--- src/rtl/znc_flag_if.sv ---
// Bus bundle between the register-file/issue side and the ZNC flag unit.
// With ZNC_OVF_EN defined the bundle also carries the signed-overflow flag v.
interface znc_flag_if #(
    parameter int WIDTH = 16
);
    logic             in_valid;
    logic             in_ready;
    logic [2:0]       op;
    logic [WIDTH-1:0] ra;
    logic [WIDTH-1:0] rb;
    logic [2:0]       mask;
    logic             err_clr;
    logic [2:0]       znc;
    logic             out_valid;
    logic             stack_full;
    logic             stack_empty;
    logic             err;
`ifdef ZNC_OVF_EN
    logic             v;
`endif

`ifdef ZNC_OVF_EN
    modport master (
        output in_valid, op, ra, rb, mask, err_clr,
        input  in_ready, znc, out_valid, stack_full, stack_empty, err, v
    );
    modport slave (
        input  in_valid, op, ra, rb, mask, err_clr,
        output in_ready, znc, out_valid, stack_full, stack_empty, err, v
    );
`else
    modport master (
        output in_valid, op, ra, rb, mask, err_clr,
        input  in_ready, znc, out_valid, stack_full, stack_empty, err
    );
    modport slave (
        input  in_valid, op, ra, rb, mask, err_clr,
        output in_ready, znc, out_valid, stack_full, stack_empty, err
    );
`endif
endinterface

--- src/rtl/znc_flag_unit.sv ---
// Registered Z/N/C condition-code unit with compare/test/set/clear/load and a LIFO flag stack.
// Optional macro ZNC_OVF_EN adds the signed-overflow flag v, saved and restored with the stack.
module znc_flag_unit #(
    parameter int WIDTH       = 16,
    parameter int STACK_DEPTH = 4
) (
    input  logic         clk,
    input  logic         rst,
    znc_flag_if.slave    bus
);
`ifdef ZNC_OVF_EN
    localparam int FW = 4;
`else
    localparam int FW = 3;
`endif
    localparam int SPW = $clog2(STACK_DEPTH + 1);
    localparam logic [SPW-1:0] SP_MAX = SPW'(STACK_DEPTH);

    localparam logic [2:0] OP_CMP  = 3'd1;
    localparam logic [2:0] OP_SET  = 3'd2;
    localparam logic [2:0] OP_CLR  = 3'd3;
    localparam logic [2:0] OP_PUSH = 3'd4;
    localparam logic [2:0] OP_POP  = 3'd5;
    localparam logic [2:0] OP_TST  = 3'd6;
    localparam logic [2:0] OP_LOAD = 3'd7;

    typedef enum logic {IDLE, EXEC} state_t;

    state_t              state_reg, state_next;
    logic [FW-1:0]       flags_reg, flags_next;
    logic [SPW-1:0]      sp_reg, sp_next;
    logic                err_reg, err_next, err_set;
    logic                out_valid_reg, out_valid_next;
    logic [WIDTH-1:0]    ra_reg, rb_reg;
    logic                tst_reg;
    logic                capture;
    logic                push_we;
    logic                stack_full, stack_empty;
    logic [FW-1:0]       pop_data;
    logic [STACK_DEPTH*FW-1:0] stack_flat;
    logic [WIDTH:0]      diff;
    logic [WIDTH-1:0]    and_res;

    assign stack_full  = (sp_reg == SP_MAX);
    assign stack_empty = (sp_reg == '0);

    // One register per stack slot; sp_reg addresses the next free slot.
    genvar gi;
    generate
        for (gi = 0; gi < STACK_DEPTH; gi++) begin : g_stack
            logic [FW-1:0] entry_reg;
            always_ff @(posedge clk) begin
                if (push_we && sp_reg == SPW'(gi)) begin
                    entry_reg <= flags_reg;
                end
            end
            assign stack_flat[gi*FW +: FW] = entry_reg;
        end
    endgenerate

    always_comb begin
        pop_data = '0;
        for (int i = 0; i < STACK_DEPTH; i++) begin
            if (sp_reg == SPW'(i + 1)) begin
                pop_data = stack_flat[i*FW +: FW];
            end
        end
    end

    // Unsigned borrow appears in the extra top bit of the widened difference.
    assign diff    = {1'b0, ra_reg} - {1'b0, rb_reg};
    assign and_res = ra_reg & rb_reg;

    always_comb begin
        state_next     = state_reg;
        flags_next     = flags_reg;
        sp_next        = sp_reg;
        out_valid_next = 1'b0;
        err_set        = 1'b0;
        capture        = 1'b0;
        push_we        = 1'b0;
        unique case (state_reg)
            IDLE: begin
                if (bus.in_valid) begin
                    case (bus.op)
                        OP_CMP, OP_TST: begin
                            state_next = EXEC;
                            capture    = 1'b1;
                        end
                        OP_SET: begin
                            flags_next[2:0] = flags_reg[2:0] | bus.mask;
                            out_valid_next  = 1'b1;
                        end
                        OP_CLR: begin
                            flags_next[2:0] = flags_reg[2:0] & ~bus.mask;
                            out_valid_next  = 1'b1;
                        end
                        OP_LOAD: begin
                            flags_next[2:0] = bus.mask;
                            out_valid_next  = 1'b1;
                        end
                        OP_PUSH: begin
                            if (stack_full) begin
                                err_set = 1'b1;
                            end else begin
                                push_we = 1'b1;
                                sp_next = sp_reg + 1'b1;
                            end
                        end
                        OP_POP: begin
                            if (stack_empty) begin
                                err_set = 1'b1;
                            end else begin
                                sp_next        = sp_reg - 1'b1;
                                flags_next     = pop_data;
                                out_valid_next = 1'b1;
                            end
                        end
                        default: ;
                    endcase
                end
            end
            EXEC: begin
                state_next     = IDLE;
                out_valid_next = 1'b1;
                if (tst_reg) begin
                    flags_next[2] = ~|and_res;
                    flags_next[1] = and_res[WIDTH-1];
                end else begin
                    flags_next[2] = (diff[WIDTH-1:0] == '0);
                    flags_next[1] = diff[WIDTH-1];
                    flags_next[0] = ~diff[WIDTH];
`ifdef ZNC_OVF_EN
                    flags_next[3] = (ra_reg[WIDTH-1] != rb_reg[WIDTH-1]) &&
                                    (diff[WIDTH-1] != ra_reg[WIDTH-1]);
`endif
                end
            end
            default: state_next = IDLE;
        endcase
    end

    // A new error in the same cycle as err_clr keeps the flag set.
    assign err_next = err_set | (err_reg & ~bus.err_clr);

    always_ff @(posedge clk or posedge rst) begin
        if (rst) begin
            state_reg     <= IDLE;
            flags_reg     <= '0;
            sp_reg        <= '0;
            err_reg       <= 1'b0;
            out_valid_reg <= 1'b0;
            ra_reg        <= '0;
            rb_reg        <= '0;
            tst_reg       <= 1'b0;
        end else begin
            state_reg     <= state_next;
            flags_reg     <= flags_next;
            sp_reg        <= sp_next;
            err_reg       <= err_next;
            out_valid_reg <= out_valid_next;
            if (capture) begin
                ra_reg  <= bus.ra;
                rb_reg  <= bus.rb;
                tst_reg <= (bus.op == OP_TST);
            end
        end
    end

    assign bus.in_ready    = (state_reg == IDLE);
    assign bus.znc         = flags_reg[2:0];
    assign bus.out_valid   = out_valid_reg;
    assign bus.stack_full  = stack_full;
    assign bus.stack_empty = stack_empty;
    assign bus.err         = err_reg;
`ifdef ZNC_OVF_EN
    assign bus.v           = flags_reg[3];
`endif
endmodule

--- src/flat_wrapper.sv ---
// flat-port wrapper written by rule: the top's interface ports become plain ports
module znc_flag_unit_flat 
#(
    parameter int WIDTH       = 16,
    parameter int STACK_DEPTH = 4
)
  (clk, rst, bus_in_valid, bus_op, bus_ra, bus_rb, bus_mask, bus_err_clr, bus_in_ready, bus_znc, bus_out_valid, bus_stack_full, bus_stack_empty, bus_err);
  znc_flag_if #(.WIDTH(WIDTH)) bus_i ();
  input  logic clk;
  input  logic rst;
  input wire logic [$bits(bus_i.in_valid)-1:0] bus_in_valid;
  input wire logic [$bits(bus_i.op)-1:0] bus_op;
  input wire logic [$bits(bus_i.ra)-1:0] bus_ra;
  input wire logic [$bits(bus_i.rb)-1:0] bus_rb;
  input wire logic [$bits(bus_i.mask)-1:0] bus_mask;
  input wire logic [$bits(bus_i.err_clr)-1:0] bus_err_clr;
  output wire logic [$bits(bus_i.in_ready)-1:0] bus_in_ready;
  output wire logic [$bits(bus_i.znc)-1:0] bus_znc;
  output wire logic [$bits(bus_i.out_valid)-1:0] bus_out_valid;
  output wire logic [$bits(bus_i.stack_full)-1:0] bus_stack_full;
  output wire logic [$bits(bus_i.stack_empty)-1:0] bus_stack_empty;
  output wire logic [$bits(bus_i.err)-1:0] bus_err;
  assign bus_i.in_valid = bus_in_valid;
  assign bus_i.op = bus_op;
  assign bus_i.ra = bus_ra;
  assign bus_i.rb = bus_rb;
  assign bus_i.mask = bus_mask;
  assign bus_i.err_clr = bus_err_clr;
  assign bus_in_ready = bus_i.in_ready;
  assign bus_znc = bus_i.znc;
  assign bus_out_valid = bus_i.out_valid;
  assign bus_stack_full = bus_i.stack_full;
  assign bus_stack_empty = bus_i.stack_empty;
  assign bus_err = bus_i.err;
  znc_flag_unit #(.WIDTH(WIDTH), .STACK_DEPTH(STACK_DEPTH)) u_core (.clk(clk), .rst(rst), .bus(bus_i));
endmodule
--- config.mk ---
export PLATFORM = sky130hd
export DESIGN_NAME = znc_flag_unit_flat
export DESIGN_NICKNAME = d
export VERILOG_FILES = /design/src/rtl/znc_flag_if.sv /design/src/rtl/znc_flag_unit.sv /design/src/flat_wrapper.sv
export SDC_FILE = /design/constraint.sdc
export NUM_CORES = 1
export LEC_CHECK = 0
export ABC_AREA = 0
export CORE_AREA = 3 3 95 88
export DETAILED_ROUTE_END_ITERATION = 12
export DIE_AREA = 0 0 98 91
export MAX_ROUTING_LAYER = met4
export PLACE_DENSITY = 0.73
export SYNTH_ARGS = -nofsm -noshare
export SYNTH_HDL_FRONTEND = slang
export SYNTH_SLANG_ARGS = --single-unit
export TNS_END_PERCENT = 20
--- constraint.sdc ---
create_clock -name clk -period 3 [get_ports clk]
set_clock_uncertainty 0.15 [all_clocks]
set_input_delay 0.6 -clock clk [delete_from_list [all_inputs] [get_ports clk]]
set_output_delay 0.6 -clock clk [all_outputs]
set_load 0.01 [all_outputs]
[After elaboration in Yosys (flattened, before gate mapping)]
Cells that the tools add are included.
Cells by class
  add/sub/neg operators: 3
  $mul: 0
  div/mod/pow operators: 0
  $lt $le $gt $ge: 0
  equality and inequality tests: 17
  shift operators: 0
  muxes and demuxes: 30
  bitwise logic cells: 9
  reduce and logical (&&, ||, !) cells: 14
Operator list (count)
  $mux W3: 8
  $sub A16 B16 Y17: 1
  $and A16 B16 Y16: 1
  $logic_not A16 Y1: 1
  $reduce_or A16 Y1: 1
  $eq A3 B3 Y1 const B: 5
  $mux W1: 14
  $eq A3 B2 Y1 const B: 4
  $pmux W3 S2: 2
  $pmux W3 S4: 1
  $ne A2 B2 Y1 const B: 4
  $pmux W1 S2: 4
  $eq A3 B1 Y1 const B: 2
  $ne A5 B1 Y1 const B: 1
  $reduce_and A5 Y1: 1
  $logic_and A1 B1 Y1: 4
  $reduce_and A4 Y1: 1
  $add A3 B1 Y3 const B: 1
  $and A3 B3 Y3: 1
  $logic_not A3 Y1: 1
  $ne A3 B3 Y1 const B: 1
  $not A1 Y1: 3
  $not A3 Y3: 1
  $or A3 B3 Y3: 1
  other kinds (9): 9
Storage, ports and cells
  register bits after elaboration: 54
  latch bits: 0
  RAM bits: 0
  memory bits (read-only): 0
  input bits: 42
  output and inout port bits: 8
  word-level logic and storage cells: 86
  memories: 0

[Depth between registers and ports, before layout]
Gate-level depths: netlist of run 1.
  depth after elaboration: 9
  depth in mapped cells: 10
  mapped depth without buffers: 10

[Worst setup path before layout of run 1]
Ideal clock, no wire load.
  kind: reg-to-reg
  start: register u_core.rb_reg[0]
  end: register u_core.flags_reg[2], in the netlist u_core.bus.znc[2]
  library setup time: 0.125 ns
  arrival: 2.024 ns
  required time: 2.725 ns
  slack: 0.701 ns
  cell stages (with the launch flop): 10
  path buffers: 0
  cell sequence: dfrtp_1 ha_1 fa_1 and2b_4 o2111ai_1 nand3_1 a31oi_1 a31o_2 o2111ai_1 o21ai_1
Between the ends
  word-level cells in the longest chain between the ends: 5
Ends and longest elaborated chain
  start: declaration: line znc_flag_unit.sv:34  | logic [WIDTH-1:0] ra_reg, rb_reg;
  start signal: assignment: line znc_flag_unit.sv:164  | rb_reg <= bus.rb;
  parallel branches: the longest is 3 deep, another holds $sub A16 B16 Y17
  $mux W2 *: line znc_flag_unit.sv:126  | if (tst_reg) begin
  $pmux W3 S2 *: line znc_flag_unit.sv:82  | unique case (state_reg)
  end signal: assignment: line znc_flag_unit.sv:158  | flags_reg <= flags_next;
  end: declaration: line znc_flag_unit.sv:30  | logic [FW-1:0] flags_reg, flags_next;
Every way passes the cells marked *.
A chain may end at the register's enable or synchronous reset.

[Final worst setup path of run 1]
  start: register u_core.sp_reg[0]
  end: output port bus_stack_full
Between the ends
  word-level cells in the longest chain between the ends: 1
Ends and longest elaborated chain
  start: declaration: line znc_flag_unit.sv:31  | logic [SPW-1:0] sp_reg, sp_next;
  start signal: assignment: line znc_flag_unit.sv:159  | sp_reg <= sp_next;
  $eq A3 B3 Y1: line znc_flag_unit.sv:44  | assign stack_full = (sp_reg == SP_MAX);
  end: declaration: line flat_wrapper.sv:20  | output wire logic [$bits(bus_i.stack_full)-1:0] bus_stack_full;
Every way passes these cells.

==> run_results.csv, run 1 <==
group,metric,value,unit
global_routing,antenna_found_initial,0,
synthesis,synth-warning-count,0,
power_and_ir_drop,leakage,1.89,nW
cts,cts.htree.levels,2,
global_routing,grt_max_degree,45,
floorplanning,fp.dieArea,8920,µm²
cts,cts.sink_count,54,
critical_path,r2r_slack,0.34,ns
run,drv.max_cap_violation_count,0,
placement,count_of_input_and_output_buffers,49,
layout,layout.cells.most_common_list,"sky130_fd_sc_hd__clkdlybuf4s50_1 (49), sky130_fd_sc_hd__dfrtp_1 (42), sky130_fd_sc_hd__ha_1 (38)",
critical_path,crit_required,2.25,ns
placement,dpl_worst_slack,0.183,ns
synthesis,synth.net_count,460,
critical_path,cp_max_fo,7,
synthesis,yosys_most_used_dff,"sky130_fd_sc_hd__dfrtp_1",
critical_path,crit_path_cell_trace,"inv_1 -> ha_1 -> and2_1 -> clkdlybuf4s50_1",
cts,cts_tree,"yes",
floorplanning,die_w,98,µm
layout,mostFrequentLayoutCell,"sky130_fd_sc_hd__clkdlybuf4s50_1",
placement,hpwl,6570,µm
critical_path,crit_path_max_incr_delay,0.55,ns
power_and_ir_drop,power-per-cell-area,700,nW/µm²
routing,drc_errors,0,
timing,final_period_demand_of_the_worst_path,2.75,ns
timing,setup_viol,0,
run_status,outcome,"finished clean",
critical_path,cp_top_family,"buffers and inverters",
synthesis,synth_async_sr_flop_share,77.8,%
layout,antenna_diode_count,0,
cts,cts_setup_buffers,0,
critical_path,critical_path.slowest_cell,"sky130_fd_sc_hd__clkdlybuf4s50_1",
critical_path,worst-r2r-cell-count,9,
critical_path,worstSetupEndpointType,"output port",
layout,finish.utilization,59.4,%
cts,clkTransAtPathRegs,0.10,ns
synthesis,synth_edf_count,12,
timing,setup-tns-final,0,ns
global_routing,grt_util_all_layers,19.8,%
layout,drive_above_1_share,9.95,%
critical_path,worst-setup-path-type,"flop to output port",
layout,finish.net_count,512,
min_path,worstHoldPathType,"flop to flop",
timing,rsz0062_at_grt,"no",
layout,finalInstanceArea,4430,µm²
synthesis,post_synth.cell_area_avg,9.84,µm²
timing,fin_crit_sh,91.6,%
synthesis,synth.cell_area,3730,µm²
routing,drtAntennaViolNets,0,
cts,clock_latency,0.31,ns
routing,routed-via-count,2992,
routing,detailedRoute.firstIterationViolations,144,
synthesis,synth-seq-area-share,37.9,%
global_routing,gr-total-overflow,0,
critical_path,rr_startpoint,"u_core.rb_reg[0]$_DFFE_PP0P_",
routing,routedWlPerCell,16.0,µm
global_routing,global_route_wire_length_before_repair,14300,µm
min_path,hold_path.startpoint,"u_core.ra_reg[10]$_DFFE_PP0P_",
timing,finalWorstSetupSlack,0.252,ns
synthesis,yosys_register_bits,54,
placement,gp_routability_congestion,0.891,
floorplanning,ios,50,
critical_path,destination_of_the_worst_register_to_register_timing_path,"u_core.bus.znc[2]$_DFFE_PP0P_",
timing,finalHoldViolations,0,
critical_path,crit_start,"u_core.sp_reg[0]$_DFFE_PP0P_",
cts,holdBufCountCts,0,
cts,postCtsResizedCells,0,
synthesis,ys_types,75,
routing,postRouteWirelength,8450,µm
critical_path,critical_path.startpoint_type,"flop",
routing,vias_per_cell,5.67,
placement,postPlaceCellArea,4340,µm²
floorplanning,floorplan.die.height,91,µm
cts,cts_buffer_depth,2,
floorplanning,placeableCoreArea,7470,µm²
power_and_ir_drop,ir_worst_vdd,0.378,mV
critical_path,endpoint,"bus_stack_full",
routing,first_pass_iters,5,
layout,syn2layout_area_growth,18.9,%
cts,ctsRootBufferMaster,"sky130_fd_sc_hd__clkbuf_8",
timing,worst_pin_slew,0.630,ns
floorplanning,rows,30,
global_routing,first_global_vias,2991,
timing,slew_viol_final,0,
timing,max_freq,0.364,GHz
cts,number_of_buffers_inserted_during_clock_tree_synthesis,5,
critical_path,worstSetupPathDepth,4,
critical_path,path_buf_inv,2,
timing,slew_headroom,57.9,%
critical_path,arrival,2.00,ns
floorplanning,initial_utilization,49.9,%
synthesis,postSynthCellCount,379,
[kinds of logic after synthesis]
| kind of cell | synth area share (%) |
|---|---|
| and+or+nand+nor | 17.4 |
| AOI/OAI and AO/OA | 19.1 |
| DFF | 37.9 |
| buffers and inverters | 5.57 |
| adders and majority gates | 13.3 |
| muxes | 5.37 |
| xor gates and xnor gates | 1.41 |
[synth_stat cells (3+ instances only)]
| master | instances | area share (%) |
|---|---|---|
| sky130_fd_sc_hd__o211ai_1 | 3 | 0.60 |
| sky130_fd_sc_hd__buf_4 | 3 | 0.60 |
| sky130_fd_sc_hd__a21oi_1 | 15 | 2.0 |
| sky130_fd_sc_hd__nor2_1 | 11 | 1.1 |
| sky130_fd_sc_hd__a21oi_2 | 3 | 0.70 |
| sky130_fd_sc_hd__nand4_1 | 3 | 0.50 |
| sky130_fd_sc_hd__o21a_1 | 3 | 0.60 |
| sky130_fd_sc_hd__o2111ai_1 | 6 | 1.4 |
| sky130_fd_sc_hd__a31oi_1 | 5 | 0.84 |
| sky130_fd_sc_hd__dfrtp_1 | 42 | 28 |
| sky130_fd_sc_hd__nand2b_1 | 7 | 1.2 |
| sky130_fd_sc_hd__and2_1 | 3 | 0.50 |
| sky130_fd_sc_hd__nor4_1 | 6 | 1.0 |
| sky130_fd_sc_hd__mux2_1 | 9 | 2.7 |
| sky130_fd_sc_hd__o21ai_0 | 35 | 4.7 |
| sky130_fd_sc_hd__nand3_1 | 9 | 1.2 |
| sky130_fd_sc_hd__nor3_1 | 7 | 0.94 |
| sky130_fd_sc_hd__mux2_2 | 7 | 2.1 |
| sky130_fd_sc_hd__edfxtp_1 | 12 | 9.7 |
| sky130_fd_sc_hd__nand2_1 | 31 | 3.1 |
| sky130_fd_sc_hd__inv_1 | 33 | 3.3 |
| sky130_fd_sc_hd__xnor2_1 | 4 | 0.94 |
| sky130_fd_sc_hd__a21o_1 | 5 | 1.0 |
| sky130_fd_sc_hd__buf_2 | 7 | 0.94 |
| sky130_fd_sc_hd__or4_1 | 3 | 0.60 |
| sky130_fd_sc_hd__nand3b_1 | 3 | 0.60 |
| sky130_fd_sc_hd__ha_1 | 38 | 13 |
| sky130_fd_sc_hd__and3_1 | 5 | 0.84 |
[metal layers]
| metal | vias to the layer above | GRT usage [%] | part of all wire (%) |
|---|---|---|---|
| met5 | - | - | 0 |
| met4 | 0 | 3.92 | 0.78 |
| met3 | 6 | 2.92 | 4.9 |
| met2 | 82 | 29.7 | 44 |
| met1 | 1417 | 28.8 | 50 |
| li1 | 1487 | - | - |
[layout make-up]
cell class,count,area [µm²]
Fill cell,665,3040
Multi-Input combinational cell,279,2110
Sequential cell,54,1410
Timing Repair Buffer,58,571
Inverter,33,124
Tap cell,96,120
Clock buffer,5,68.8
Clock inverter,3,25.0
[worst min-delay path by stage]
| stage | to | depth (start not counted) |
|---|---|---|
| after CTS | u_core.bus.err$_DFF_PP0_ | 2 |
| final | u_core.ra_reg[10]$_DFFE_PP0P_ | 1 |
| after global placement | u_core.ra_reg[10]$_DFFE_PP0P_ | 1 |
| after global routing | u_core.ra_reg[10]$_DFFE_PP0P_ | 1 |
| after floorplan | u_core.tst_reg$_DFFE_PP0P_ | 2 |
| after detailed placement | u_core.ra_reg[11]$_DFFE_PP0P_ | 1 |
[power by group]
part / total (W) / switching [W] / internal, W / leakage (nW)
Combinational: 0.00162 / 0.000894 / 0.000730 / 1.23
Clock: 0.000431 / 0.000261 / 0.000169 / 0.0447
Sequential: 0.00105 / 0.000140 / 0.000907 / 0.611
[stage by stage]
stage / cells / hold slack [ns] / total power [W]
after floorplan: 379 / 0.331 / 0.00222
after global placement: 520 / 0.359 / 0.00263
after CTS: 528 / 0.399 / 0.00310
after detailed placement: 520 / 0.374 / 0.00266
final: 528 / 0.390 / 0.00310
after global routing: 528 / 0.425 / 0.00336
(Power assumes the default switching activity.)
==> run 2, diff against run 1 <==
--- a/config.mk
+++ b/config.mk
@@ -11,6 +11,7 @@
 export DIE_AREA = 0 0 98 91
 export MAX_ROUTING_LAYER = met4
 export PLACE_DENSITY = 0.73
+export SKIP_CTS_REPAIR_TIMING = 1
 export SYNTH_ARGS = -nofsm -noshare
 export SYNTH_HDL_FRONTEND = slang
 export SYNTH_SLANG_ARGS = --single-unit
==> results of run 2 <==
Final layout, timing and power as in run 1 (identical DEF).
